$ cat src/rtl/bp_update_arbiter_pkg.sv
// Shared core types for branch-predictor update arbitration.
// Update packet layout and update-source encoding.
`ifndef SIZE_PC
`define SIZE_PC 32
`endif
`ifndef BRANCH_TYPE
`define BRANCH_TYPE 2
`endif

package bp_update_arbiter_pkg;

  localparam int SIZE_PC   = `SIZE_PC;
  localparam int BR_TYPE_W = `BRANCH_TYPE;

  typedef struct packed {
    logic [SIZE_PC-1:0]   pc;
    logic [SIZE_PC-1:0]   npc;
    logic [BR_TYPE_W-1:0] ctrlType;
    logic                 dir;
    logic [1:0]           counter;
  } bpUpdPkt;

  typedef enum logic {
    BP_UPD_SRC_CMT = 1'b0,
    BP_UPD_SRC_FS2 = 1'b1
  } bpUpdSrc_t;

endpackage

$ cat src/rtl/bp_upd_fifo.sv
// Commit-side update queue; ready depends only on the registered count,
// so a full queue refuses a push even in a cycle that also pops.
module bp_upd_fifo
  import bp_update_arbiter_pkg::*;
#(
  parameter int DEPTH = 4
) (
  input  logic    clk,
  input  logic    reset,
  input  logic    push_i,
  input  bpUpdPkt pkt_i,
  input  logic    pop_i,
  output bpUpdPkt pkt_o,
  output logic    empty_o,
  output logic    ready_o
);

  localparam int AW = $clog2(DEPTH);
  localparam int CW = AW + 1;

  bpUpdPkt       mem_q [DEPTH];
  logic [AW-1:0] wr_q, wr_d;
  logic [AW-1:0] rd_q, rd_d;
  logic [CW-1:0] cnt_q, cnt_d;
  logic          ready;
  logic          empty;
  logic          doPush;
  logic          doPop;

  always_comb begin
    ready  = cnt_q < CW'(DEPTH);
    empty  = cnt_q == '0;
    doPush = push_i & ready;
    doPop  = pop_i & ~empty;
    wr_d   = doPush ? wr_q + AW'(1) : wr_q;
    rd_d   = doPop ? rd_q + AW'(1) : rd_q;
    cnt_d  = cnt_q + CW'(doPush) - CW'(doPop);
  end

  always_ff @(posedge clk or posedge reset) begin
    if (reset) begin
      wr_q  <= '0;
      rd_q  <= '0;
      cnt_q <= '0;
    end else begin
      wr_q  <= wr_d;
      rd_q  <= rd_d;
      cnt_q <= cnt_d;
    end
  end

  always_ff @(posedge clk) begin
    if (doPush) mem_q[wr_q] <= pkt_i;
  end

  assign pkt_o   = mem_q[rd_q];
  assign empty_o = empty;
  assign ready_o = ready;

endmodule

$ cat src/rtl/bp_update_arbiter.sv
// Arbitrates commit-queue and FS2 predictor updates onto one update port.
// Optional BP_UPD_STATS_EN adds FS2-drop and forced-FS2-grant counters.
module bp_update_arbiter
  import bp_update_arbiter_pkg::*;
#(
  parameter int DEPTH      = 4,
  parameter int STARVE_MAX = 3
) (
  input  logic                 clk,
  input  logic                 reset,
  input  logic                 flush_i,
  input  logic                 cmtValid_i,
  output logic                 cmtReady_o,
  input  bpUpdPkt              cmtPkt_i,
  input  logic                 fs2Valid_i,
  input  bpUpdPkt              fs2Pkt_i,
  output logic [SIZE_PC-1:0]   updatePC_o,
  output logic [SIZE_PC-1:0]   updateNPC_o,
  output logic [BR_TYPE_W-1:0] updateCtrlType_o,
  output logic                 updateDir_o,
  output logic [1:0]           updateCounter_o,
  output logic                 updateEn_o
`ifdef BP_UPD_STATS_EN
  ,
  output logic [31:0]          statFs2Drop_o,
  output logic [31:0]          statStarveGrant_o
`endif
);

  localparam int SW = $clog2(STARVE_MAX + 1);
  localparam logic [SW-1:0] SMAX = SW'(STARVE_MAX);

  bpUpdPkt       fifoPkt;
  bpUpdPkt       grantPkt;
  bpUpdPkt       fs2Pkt_q, fs2Pkt_d;
  bpUpdPkt       out_q, out_d;
  bpUpdSrc_t     src;
  logic          fifoEmpty;
  logic          grant;
  logic          grantCmt;
  logic          grantFs2;
  logic          fs2Load;
  logic          pend_q, pend_d;
  logic          en_q, en_d;
  logic [SW-1:0] starve_q, starve_d;

  bp_upd_fifo #(
    .DEPTH(DEPTH)
  ) u_fifo (
    .clk    (clk),
    .reset  (reset),
    .push_i (cmtValid_i),
    .pkt_i  (cmtPkt_i),
    .pop_i  (grantCmt),
    .pkt_o  (fifoPkt),
    .empty_o(fifoEmpty),
    .ready_o(cmtReady_o)
  );

  // FS2 wins when the queue is idle or commit has starved it long enough
  always_comb begin
    grantFs2 = pend_q & (fifoEmpty | (starve_q == SMAX));
    grantCmt = ~fifoEmpty & ~grantFs2;
    grant    = grantFs2 | grantCmt;
    src      = grantFs2 ? BP_UPD_SRC_FS2 : BP_UPD_SRC_CMT;
    grantPkt = (src == BP_UPD_SRC_FS2) ? fs2Pkt_q : fifoPkt;
  end

  always_comb begin
    fs2Load  = fs2Valid_i & ~flush_i;
    pend_d   = pend_q;
    fs2Pkt_d = fs2Pkt_q;
    if (grantFs2) pend_d = 1'b0;
    if (fs2Load) begin
      pend_d   = 1'b1;
      fs2Pkt_d = fs2Pkt_i;
    end
    if (flush_i) pend_d = 1'b0;
    starve_d = starve_q;
    if (!pend_q || grantFs2) begin
      starve_d = '0;
    end else if (grantCmt && starve_q != SMAX) begin
      starve_d = starve_q + SW'(1);
    end
    en_d  = grant;
    out_d = grant ? grantPkt : out_q;
  end

  always_ff @(posedge clk or posedge reset) begin
    if (reset) begin
      pend_q   <= 1'b0;
      fs2Pkt_q <= '0;
      starve_q <= '0;
      en_q     <= 1'b0;
      out_q    <= '0;
    end else begin
      pend_q   <= pend_d;
      fs2Pkt_q <= fs2Pkt_d;
      starve_q <= starve_d;
      en_q     <= en_d;
      out_q    <= out_d;
    end
  end

  assign updatePC_o       = out_q.pc;
  assign updateNPC_o      = out_q.npc;
  assign updateCtrlType_o = out_q.ctrlType;
  assign updateDir_o      = out_q.dir;
  assign updateCounter_o  = out_q.counter;
  assign updateEn_o       = en_q;

`ifdef BP_UPD_STATS_EN
  logic [31:0] drop_q, drop_d;
  logic [31:0] stvGnt_q, stvGnt_d;

  // an FS2 grant with commit work waiting was forced by starvation
  always_comb begin
    drop_d   = drop_q;
    stvGnt_d = stvGnt_q;
    if (fs2Load && pend_q && !grantFs2) drop_d = drop_q + 32'd1;
    if (grantFs2 && !fifoEmpty) stvGnt_d = stvGnt_q + 32'd1;
  end

  always_ff @(posedge clk or posedge reset) begin
    if (reset) begin
      drop_q   <= '0;
      stvGnt_q <= '0;
    end else begin
      drop_q   <= drop_d;
      stvGnt_q <= stvGnt_d;
    end
  end

  assign statFs2Drop_o     = drop_q;
  assign statStarveGrant_o = stvGnt_q;
`endif

endmodule

$ cat config.mk
export PLATFORM = sky130hd
export DESIGN_NAME = bp_update_arbiter
export DESIGN_NICKNAME = d
export VERILOG_FILES = /design/src/rtl/bp_update_arbiter_pkg.sv /design/src/rtl/bp_upd_fifo.sv /design/src/rtl/bp_update_arbiter.sv
export SDC_FILE = /design/constraint.sdc
export NUM_CORES = 1
export LEC_CHECK = 0
export CORE_MARGIN = 2
export CORE_UTILIZATION = 49
export DETAILED_ROUTE_END_ITERATION = 10
export PLACE_DENSITY = 0.75
export SETUP_SLACK_MARGIN = 0.4
export SLEW_MARGIN = 20
export SYNTH_ARGS = -nofsm -noshare
export SYNTH_HDL_FRONTEND = slang
export SYNTH_SLANG_ARGS = --single-unit
$ cat constraint.sdc
create_clock -name clk -period 4.1 [get_ports clk]
set_input_delay 0.41 -clock clk [delete_from_list [all_inputs] [get_ports clk]]
set_output_delay 0.41 -clock clk [all_outputs]
set_load 0.01 [all_outputs]
# After elaboration in Yosys (flattened, before gate mapping)
# Memory sizes are Yosys's and may differ from the RTL's.
# Cells that the tools add are included.
[totals]
ff_bits = 149
mem_bits_rw = 276
input_bits = 143
out_inout_bits = 71
memories = 1
[memory_table]
columns = ["memory", "depth", "width", "read_ports", "rd_ports_with_merged_regs", "wr", "line_no", "rtl"]
rows = [
  ["u_fifo.mem_q", 4, 69, 1, 0, 1, "bp_upd_fifo.sv:21", "bpUpdPkt mem_q [DEPTH];"],
]
[op_classes]
add_sub_neg = 5
n_lt_le_gt_ge = 1
eq_ne = 2
n_mux = 9
n_bitwise = 10
reduce_logical = 6
[ops]
columns = ["op", "n"]
rows = [
  ["$mux 69", 1],
  ["$add 2x1->2 const B", 3],
  ["$mux 1", 6],
  ["$and 1x1->1", 5],
  ["$mux 2", 2],
  ["$add 3x1->3", 1],
  ["$logic_not 3->1", 1],
  ["$lt 3x3->1 const B", 1],
  ["$not 1->1", 3],
  ["$reduce_bool 3->1", 1],
  ["$sub 3x1->3", 1],
  ["$eq 2x2->1 const B", 1],
  ["$ne 2x2->1 const B", 1],
  ["$or 1x1->1", 2],
  ["$reduce_bool 2->1", 1],
  ["$logic_and 1x1->1", 1],
  ["$logic_not 1->1", 1],
  ["$logic_or 1x1->1", 1],
]

# Depth between registers and ports, before layout
# Gate-level depths: netlist of run 1.
[logic_depth]
ltp_word = 8
mapped_depth = 10
depth_no_buf = 9

# Modules after synthesis
# Synthesis of run 1 repeated with hierarchy kept, for this count alone.
[hier_totals]
hier_cells = 906
hier_area_um2 = 17334.1
[by_module_without_submodules]
columns = ["mod", "n_inst", "cells_each", "area_each_um2", "seq_area_each_um2"]
rows = [
  ["bp_upd_fifo", 1, 398, 10447.5, 8463.1],
  ["bp_update_arbiter", 1, 508, 6886.6, 3553.4],
]

# Worst setup path after synthesis of run 1
# OpenSTA, ideal clock, no wires.
[synth_path]
kind = "in2reg"
from = "input cmtValid_i"
to = "memory u_fifo.mem_q[0][0] (netlist name), enable pin"
setup_ns = 0.435
arrival_ns = 2.406
required_time_ns = 3.665
path_slack_ns = 1.260
cell_stages = 3
path_buffers = 1
path_cell_list = "nor2b_1 -> clkbuf_1 -> and2_1"
[synth_between]
elab_chain_len = 3
[synth_lines]
columns = ["element", "line_no", "rtl"]
rows = [
  ["start, declared", "bp_update_arbiter.sv:12", "input logic cmtValid_i,"],
  ["$and 1x1->1", "bp_upd_fifo.sv:33", "doPush = push_i & ready;"],
  ["named net u_fifo.doPush", "bp_upd_fifo.sv:27", "logic doPush;"],
  ["$mux 1", "bp_upd_fifo.sv:53", "if (doPush) mem_q[wr_q] <= pkt_i;"],
  ["$mux 1 (not written as such)", "bp_upd_fifo.sv:53", ""],
  ["end, declared", "bp_upd_fifo.sv:21", ""],
]
# The timed path passes the listed nets, and every way through them passes these cells.

# Worst setup path in the final report of run 1
[layout_path]
from = "register u_fifo.cnt_q[1]"
to = "register out_q, in the netlist updateNPC_o[16]"
[layout_between]
elab_chain_len = 6
elab_cells_between_ends = 9
cone_classes = "mux (2); bitwise (6); reduce/logical (1)"
[layout_lines]
columns = ["element", "line_no", "rtl"]
rows = [
  ["start, declared", "bp_upd_fifo.sv:24", "logic [CW-1:0] cnt_q, cnt_d;"],
  ["start signal, assigned", "bp_upd_fifo.sv:48", "cnt_q <= cnt_d;"],
  ["$logic_not 3->1 (*)", "bp_upd_fifo.sv:32", "empty = cnt_q == '0;"],
  ["$or 1x1->1", "bp_update_arbiter.sv:62", "grantFs2 = pend_q & (fifoEmpty | (starve_q == SMAX));"],
  ["$and 1x1->1", "bp_update_arbiter.sv:62", ""],
  ["$not 1->1", "bp_update_arbiter.sv:63", "grantCmt = ~fifoEmpty & ~grantFs2;"],
  ["$and 1x1->1", "bp_update_arbiter.sv:63", ""],
  ["$or 1x1->1", "bp_update_arbiter.sv:64", "grant = grantFs2 | grantCmt;"],
  ["end signal, assigned", "bp_update_arbiter.sv:101", "out_q <= out_d;"],
  ["end, declared", "bp_update_arbiter.sv:36", "bpUpdPkt out_q, out_d;"],
]
# Mark *: on every way between the ends. The rest lies on a longest branch, timed or not.
# A chain may end at the register's enable or synchronous reset.

==> results of run 1 <==
-- final cells by class --
type	instances	area share, %
inverter	12	0.241
sequential	425	59.5
clock buffer	53	5.96
multi-input combinational	330	18.8
timing repair buffer	225	11.4
antenna	4	0.0495
tap	442	2.73
clock inverter	24	1.34
-- through the flow --
| stage | power, uW | hold slack, ns |
|---|---|---|
| after floorplan | 8520 | 0.410 |
| after global placement | 9970 | 0.421 |
| after detailed placement | 10100 | 0.433 |
| after CTS | 14100 | 0.440 |
| after global routing | 14600 | 0.481 |
| final | 14000 | 0.438 |
-- state kept, by name (all words and copies together), names as in the netlist, 2 cells and up --
register and count:
starve_q 2, u_fifo.mem_q 276, u_fifo.rd_q 2, updateCounter_o 2
updateCtrlType_o 2, updatePC_o 32, u_fifo.cnt_q 3, fs2Pkt_q 69
u_fifo.wr_q 2, updateNPC_o 32
-- placed cells by master, fill, tap and decap left out, types with 2 or more instances in the layout --
master	instances
nand3_1	2
buf_12	7
ha_1	7
a221o_1	69
dfrtp_1	147
clkdlybuf4s50_1	213
clkinvlp_4	2
nor2_1	2
and3_1	47
clkinv_1	7
clkbuf_1	3
bufinv_16	6
buf_4	5
diode_2	4
dfrtp_4	2
a21oi_1	23
nand2_1	23
clkinv_2	7
edfxtp_1	276
mux4_2	69
clkbuf_16	45
inv_1	11
xnor2_1	4
clkbuf_8	5
mux2_2	69
and2_4	4
nor2_4	2
-- routing by layer --
| layer | global-route usage, % | vias up |
|---|---|---|
| met5 | 0 | - |
| met4 | 5.23 | 8 |
| met3 | 5.18 | 55 |
| met2 | 32.8 | 316 |
| met1 | 27.0 | 4475 |
| li1 | - | 3752 |
-- power by group through the flow --
stage	clock [uW]	combinational (uW)	sequential, uW
final	4020	3820	6160
after floorplan	0	2450	6070
after CTS	4090	3860	6170
after detailed placement	0	3840	6240
after global routing	4260	4120	6260
after global placement	0	3750	6220
-- kinds of logic after synthesis --
family	after synthesis	synth area share, %
DFF	425	74.4
adders and majority gates	8	0.666
muxes	138	14.4
AOI/OAI and AO/OA	95	5.09
and+or+nand+nor	84	2.81
buffers and inverters	68	2.38
xor gates and xnor gates	5	0.271
-- worst min-delay path by stage --
stage | from | endpoint | slack, ns | depth (start not counted)
5_1_grt | starve_q[0] | starve_q[0] | 0.48 | 1
3_5_place_dp | starve_q[0] | starve_q[0] | 0.43 | 1
6_report | reset | fs2Pkt_q[2] | 0.44 | 3
3_3_place_gp | starve_q[0] | starve_q[0] | 0.42 | 1
2_1_floorplan | starve_q[0] | starve_q[0] | 0.41 | 1
4_1_cts | starve_q[0] | starve_q[0] | 0.44 | 1
-- worst max-delay path, cell delays in order (launching register included) --
cell and delay, ns:
dfrtp_1 0.43, or3_2 0.84, a21boi_4 0.48, buf_4 0.52, a221o_1 0.24
==> metrics.md, run 1 <==
| Metric | Value |
|---|---|
| Setup violations, final | 0 |
| DR WL/cell | approximately 22 um |
| Clock power share | 28.7% |
| DRC violations left | 0 |
| CP Max Fanout | 38 |
| GRT Util Overall | 20.0% |
| Clock Tree Buf Depth | 3 |
| Vias | 8606 |
| Outcome | finished, final reports clean |
| Placeable Area | 32500 um^2 |
| Die width | about 190 um |
| Critical path class | reg -> reg |
| Fin worst setup slack | approximately 1.5 ns |
| Sw frac | between 20% and 30% |
| Final nets | 1187 |
| Pre-CTS WS | roughly 1.3 ns |
| Total CTS buffers | 42 |
| Number of enable flip-flop cells after synthesis | between 200 and 300 |
| Worst slew margin | a little under 30% |
| Share of the yosys chip area belonging to registers | approximately three quarters |
| Fin crit share | 64.4% |
| Largest net degree at the start of global routing | 150 |
| Hold Vio Cnt, Final | 0 |
| First-pass GRT wire length | about 52000 um |
| RR Startpoint | u_fifo.cnt_q[1] |
| Htree depth | 2 |
| Register area | 12000 um^2 |
| Peak VDD IR | between 300 and 400 uV |
| DP Area | approximately 19000 um^2 |
| Root buf cell | clkbuf_16 |
| Die H | 186 um |
| Final min period | 2.64 ns |
| Area of the multi-input gates | about 3800 um^2 |
| Post-cts sizing count | 0 |
| Yosys warnings | 0 |
| Layout cells sized above 1 | a little over a fifth |
| Initial DRC count | between 500 and 600 |
| Type of origin of the critical path | flip-flop |
| FP Rows | 66 |
| Post-Syn Nets | approximately 1000 |
| R2R depth | 4 |
| Count of cell types in the netlist | 28 |
| HP Class | in -> async |
| Non-filler instance count after layout | 1515 |
| Number of synthesized register bits | 425 |
| IO buf count | 213 |
| Crit path capture type | flip-flop |
| Placed cell count | ~1400 |
| PwrDens | just under 700 nW/um^2 |
| Most common cell in the netlist | edfxtp_1 |
| Antenna violations before repair | 9 |
| Max Slew Vio Count | 0 |
| Number of placed I/O pins | about 210 |
| Largest cells by area after synthesis | edfxtp_1, dfrtp_1, mux4_2 |
| WP data required | around 4.6 ns |
| Top Layer Used | met5 |
| Main synth FF type | edfxtp_1 |
| Met2 WL | about 16000 um |
| Clock transition at the registers of the reported paths | 0.06 ns |
| ANT nets after route | 0 |
| Met3 routed WL | about 2600 um |
| DR pass1 iterations | 5 |
| Slew @ Worst Pin | 1.06 ns |
| CP Launch Point | u_fifo.cnt_q[1] |
| Setup Skew | 0.0156 ns |
| Pint | between 10000 and 15000 uW |
| Starting density of the core | between 40% and 50% |
| Post-synth top cells | edfxtp_1, dfrtp_1, a221o_1, mux2_2, mux4_2 |
| Top-area cell type share of the netlist area | around half |
| F_max | between 300 and 400 MHz |
| FILL cells | roughly 2300 |
| Max cap viols | 0 |
| Hold-fix buffers at CTS | 0 |
| Synth Cell Area | about 16000 um^2 |
| Met1 wire length | approximately 14000 um |
| Critical path endpoint | updateNPC_o[16] |
| RSZ-0062 raised after global routing | false |
| CTS tree | yes |
| Mean Syn Cell Area | a little under 20 um^2 |
| Post-Layout Inst Area | 20200 um^2 |
| Post-Route WL | approximately 34000 um |
| NetSw | 3800 uW |
| Hpwl dp | 20200 um |
| CTS Sinks | between 400 and 500 |
| FF-to-FF setup slack | between 1 and 1.5 ns |
| Ys async rst share | a little over a third |
| Vias/cell | 5.68 |
| Syn Inst Count | between 800 and 900 |
| Worst-Skew Late Latency | ~0.53 ns |
| GR Overflow Total | 0 |
| Die Area | ~34000 um^2 |
| R2R Path End | updateNPC_o[16] |
| Setup TNS | 0 ns |
| Number of setup buffers added after CTS | 0 |
| Worst Path Arrival | between 3 and 4 ns |
| RePlAce Congestion | 0.732 |
| LEAKAGE | around 0.0073 uW |
| Vias in the first global route | about 9000 |
| Cell taking the most area after synthesis | edfxtp_1 |
| Logic pwr share | between 20% and 30% |
| Area added between synthesis and finish | 25.1% |
| Final core area utilization | approximately 62% |
| Sequential group share of total power | a little over two fifths |
(Power assumes the default switching activity.)
==> run 2: changes to the inputs <==
==> constraint.sdc (replaced) <==
create_clock -name clk -period 2.3 [get_ports clk]
set_input_delay 0.23 -clock clk [delete_from_list [all_inputs] [get_ports clk]]
set_output_delay 0.23 -clock clk [all_outputs]
set_load 0.01 [all_outputs]
==> metrics.md, run 2 (same netlist as run 1, synthesis figures left out) <==
| Metric | Value |
|---|---|
| Outcome | finished, final reports clean (unchanged) |
| Setup Skew | 0.0230 ns (was 0.0156 ns) |
| Root buf cell | clkbuf_16 (unchanged) |
| Most common cell after layout, fill and taps aside | edfxtp_1 (unchanged) |
| F_max | 505 MHz (was 379 MHz) |
| FILL cells | 2292 (was 2314) |
| Vias in the first global route | 9391 (was 8994) |
| Clock Tree Buf Depth | 3 (unchanged) |
| Sw frac | 27.4% (was 27.2%) |
| DRC violations left | 0 (unchanged) |
| Post-Route WL | 35100 um (was 34000 um) |
| WP data required | 2.69 ns (was 4.56 ns) |
| Max cap viols | 0 (unchanged) |
| RSZ-0062 raised after global routing | true (was false) |
| Peak VDD IR | 711 uV (was 381 uV) |
| Die width | 186 um (unchanged) |
| Largest regs | u_fifo.mem_q x276, fs2Pkt_q x69 (unchanged) |
| Worst-Skew Late Latency | 0.53 ns (about the same) |
| CTS Sinks | 425 (unchanged) |
| Initial DRC count | 558 (was 543) |
| DR pass1 iterations | 5 (unchanged) |
| Logic pwr share | 29.9% (was 27.3%) |
| Critical-path cell list | ha_4 > a21oi_4 > ha_4 > inv_2 > ha_4 > inv_2 > fa_2 > xnor2_2 > xnor2_1 (was or3_2 > a21boi_4 > buf_4 > a221o_1) |
| RePlAce Congestion | 0.711 (was 0.732) |
| Final nets | 1211 (was 1187) |
| Commonest cells after routing, fill and taps aside | edfxtp_1, clkdlybuf4s50_1, dfrtp_1 (unchanged) |
| CP max stage cell | dfrtp_1 (was or3_2) |
| First-pass GRT wire length | 53700 um (was 51600 um) |
| Setup violations, final | 0 (unchanged) |
| Fin crit share | 86.2% (was 64.4%) |
| Sequential group share of total power | 42.3% (was 44.0%) |
| Clock transition at the registers of the reported paths | 0.06 ns (about the same) |
| Largest reg by FF count | u_fifo.mem_q (unchanged) |
| CP Max Fanout | 2 (was 38) |
| IO buf count | 213 (unchanged) |
| Layout cells sized above 1 | 24.3% (was 21.5%) |
| Placeable Area | 32500 um^2 (unchanged) |
| DR WL/cell | 22.8 um (was 22.4 um) |
| Total CTS buffers | 44 (was 42) |
| Largest delay share family, worst path | adder cells (was simple AND/OR/NAND/NOR gates) |
| Clock power share | 27.9% (was 28.7%) |
| Max Slew Vio Count | 0 (unchanged) |
| Post-Layout Inst Area | 20600 um^2 (was 20200 um^2) |
| Critical path class | reg -> reg (unchanged) |
| Largest net degree at the start of global routing | 98 (was 150) |
| GR Overflow Total | 0 (unchanged) |
| Largest register FFs | 276 (unchanged) |
| Vias | 8769 (was 8606) |
| Antenna violations before repair | 5 (was 9) |
| Buffer and inverter count on the worst path | 2 (was 1) |
| HP Class | in -> async (unchanged) |
| Slew @ Worst Pin | 0.664 ns (was 1.06 ns) |
| Setup TNS | 0 ns (unchanged) |
| GRT Util Overall | 20.8% (was 20.0%) |
| DP Area | 19000 um^2 (was 18700 um^2) |
| Die H | 186 um (unchanged) |
| LEAKAGE | 0.00741 uW (was 0.00726 uW) |
| NetSw | 6930 uW (was 3800 uW) |
| Final min period | 1.98 ns (was 2.64 ns) |
| Worst slew margin | 55.7% (was 29.2%) |
| PwrDens | 1230 nW/um^2 (was 692 nW/um^2) |
| ANT nets after route | 0 (unchanged) |
| Hpwl dp | 21600 um (was 20200 um) |
| Area added between synthesis and finish | 27.4% (was 25.1%) |
| Vias/cell | 5.69 (was 5.68) |
| Htree depth | 2 (unchanged) |
| Pint | 18300 uW (was 10200 uW) |
| Hold Vio Cnt, Final | 0 (unchanged) |
| Type of origin of the critical path | flip-flop (unchanged) |
| Die Area | 34400 um^2 (unchanged) |
| FP Rows | 66 (unchanged) |
| Hold-fix buffers at CTS | 0 (unchanged) |
| Worst Path Arrival | 2.38 ns (was 3.10 ns) |
| Starting density of the core | 49.7% (unchanged) |
| Most used cell, CP | ha_4 |
| CP peak stage delay | 0.41 ns (was 0.84 ns) |
| Number of placed I/O pins | 214 (unchanged) |
| CTS tree | yes (unchanged) |
| Final hold slack | 0.218 ns (was 0.438 ns) |
| Crit path capture type | flip-flop (unchanged) |
run 2: cell count changes in the layout (fill, tap and decap cells not counted), moves of 4 or more:
cell       before  now
buf_12          7   18
buf_4           5   16
clkbuf_1        3    9
bufinv_16       6    2
run 2: final cells by class:
cell class | count | area, um^2 | share of cell area, %
diodes | 2 | 5.00 | 0.0243
well taps | 442 | 553 | 2.69
flip-flops and latches | 425 | 12000 | 58.4
repair buffers | 247 | 2610 | 12.7
clock buffers | 63 | 1320 | 6.40
clock inverters | 19 | 158 | 0.766
inverters | 12 | 48.8 | 0.237
multi-input cells | 330 | 3870 | 18.8
run 2: path summary, 6_finish.rpt:
kind / start / endpoint / slack [ns] / cells after the start
setup / recovery: starve_q[0] / u_fifo.cnt_q[2] / 0.32 / 9
hold / removal: reset / fs2Pkt_q[0] / 0.22 / 3
setup reg to reg: starve_q[0] / u_fifo.cnt_q[2] / 0.32 / 9
hold reg to reg: fs2Pkt_q[2] / updateDir_o / 0.50 / 1
max in group asynchronous: reset / updatePC_o[12] / 1.52 / 3
min in group clk: fs2Pkt_i[26] / fs2Pkt_q[26] / 0.30 / 2
run 2: power groups by stage:
stage / Sequential, uW / Clock, uW / Combinational (uW)
global placement: 10800 / 0 / 7330
CTS: 10700 / 7170 / 7590
detailed placement: 10800 / 0 / 7500
floorplan: 10800 / 0 / 4410
finish: 10700 / 7040 / 7550
global route: 10800 / 7480 / 8150
run 2: stage by stage:
stage               setup WS (ns)  instances  utilization, %  power, uW
global route                0.268       1538            63.3      26400
CTS                         0.323       1536            63.2      25400
detailed placement          0.228       1452            58.5      18300
finish                      0.318       1540            63.3      25300
floorplan                   0.195        823               -      15200
global placement            0.297       1452            58.5      18100
run 2: per-layer routing:
| layer | track usage, % | vias up | share of wire (%) |
|---|---|---|---|
| met5 | 0 | - | 0.12 |
| met4 | 5.54 | 6 | 1.9 |
| met3 | 4.62 | 54 | 7.5 |
| met2 | 34.1 | 304 | 48 |
| met1 | 28.4 | 4599 | 42 |
| li1 | - | 3806 | - |
run 2: worst register-to-register path, stage by stage, from the launching register on:
cell and delay (ns):
dfrtp_1 0.41, ha_4 0.18, a21oi_4 0.17, ha_4 0.22, inv_2 0.06, ha_4 0.12
inv_2 0.04, fa_2 0.39, xnor2_2 0.15, xnor2_1 0.13
run 2: what timing repair did:
action	CTS	global route
resized for setup	6	4
buffers inserted	2	2
setup endpoints to repair	2	65
pin swaps	8	7
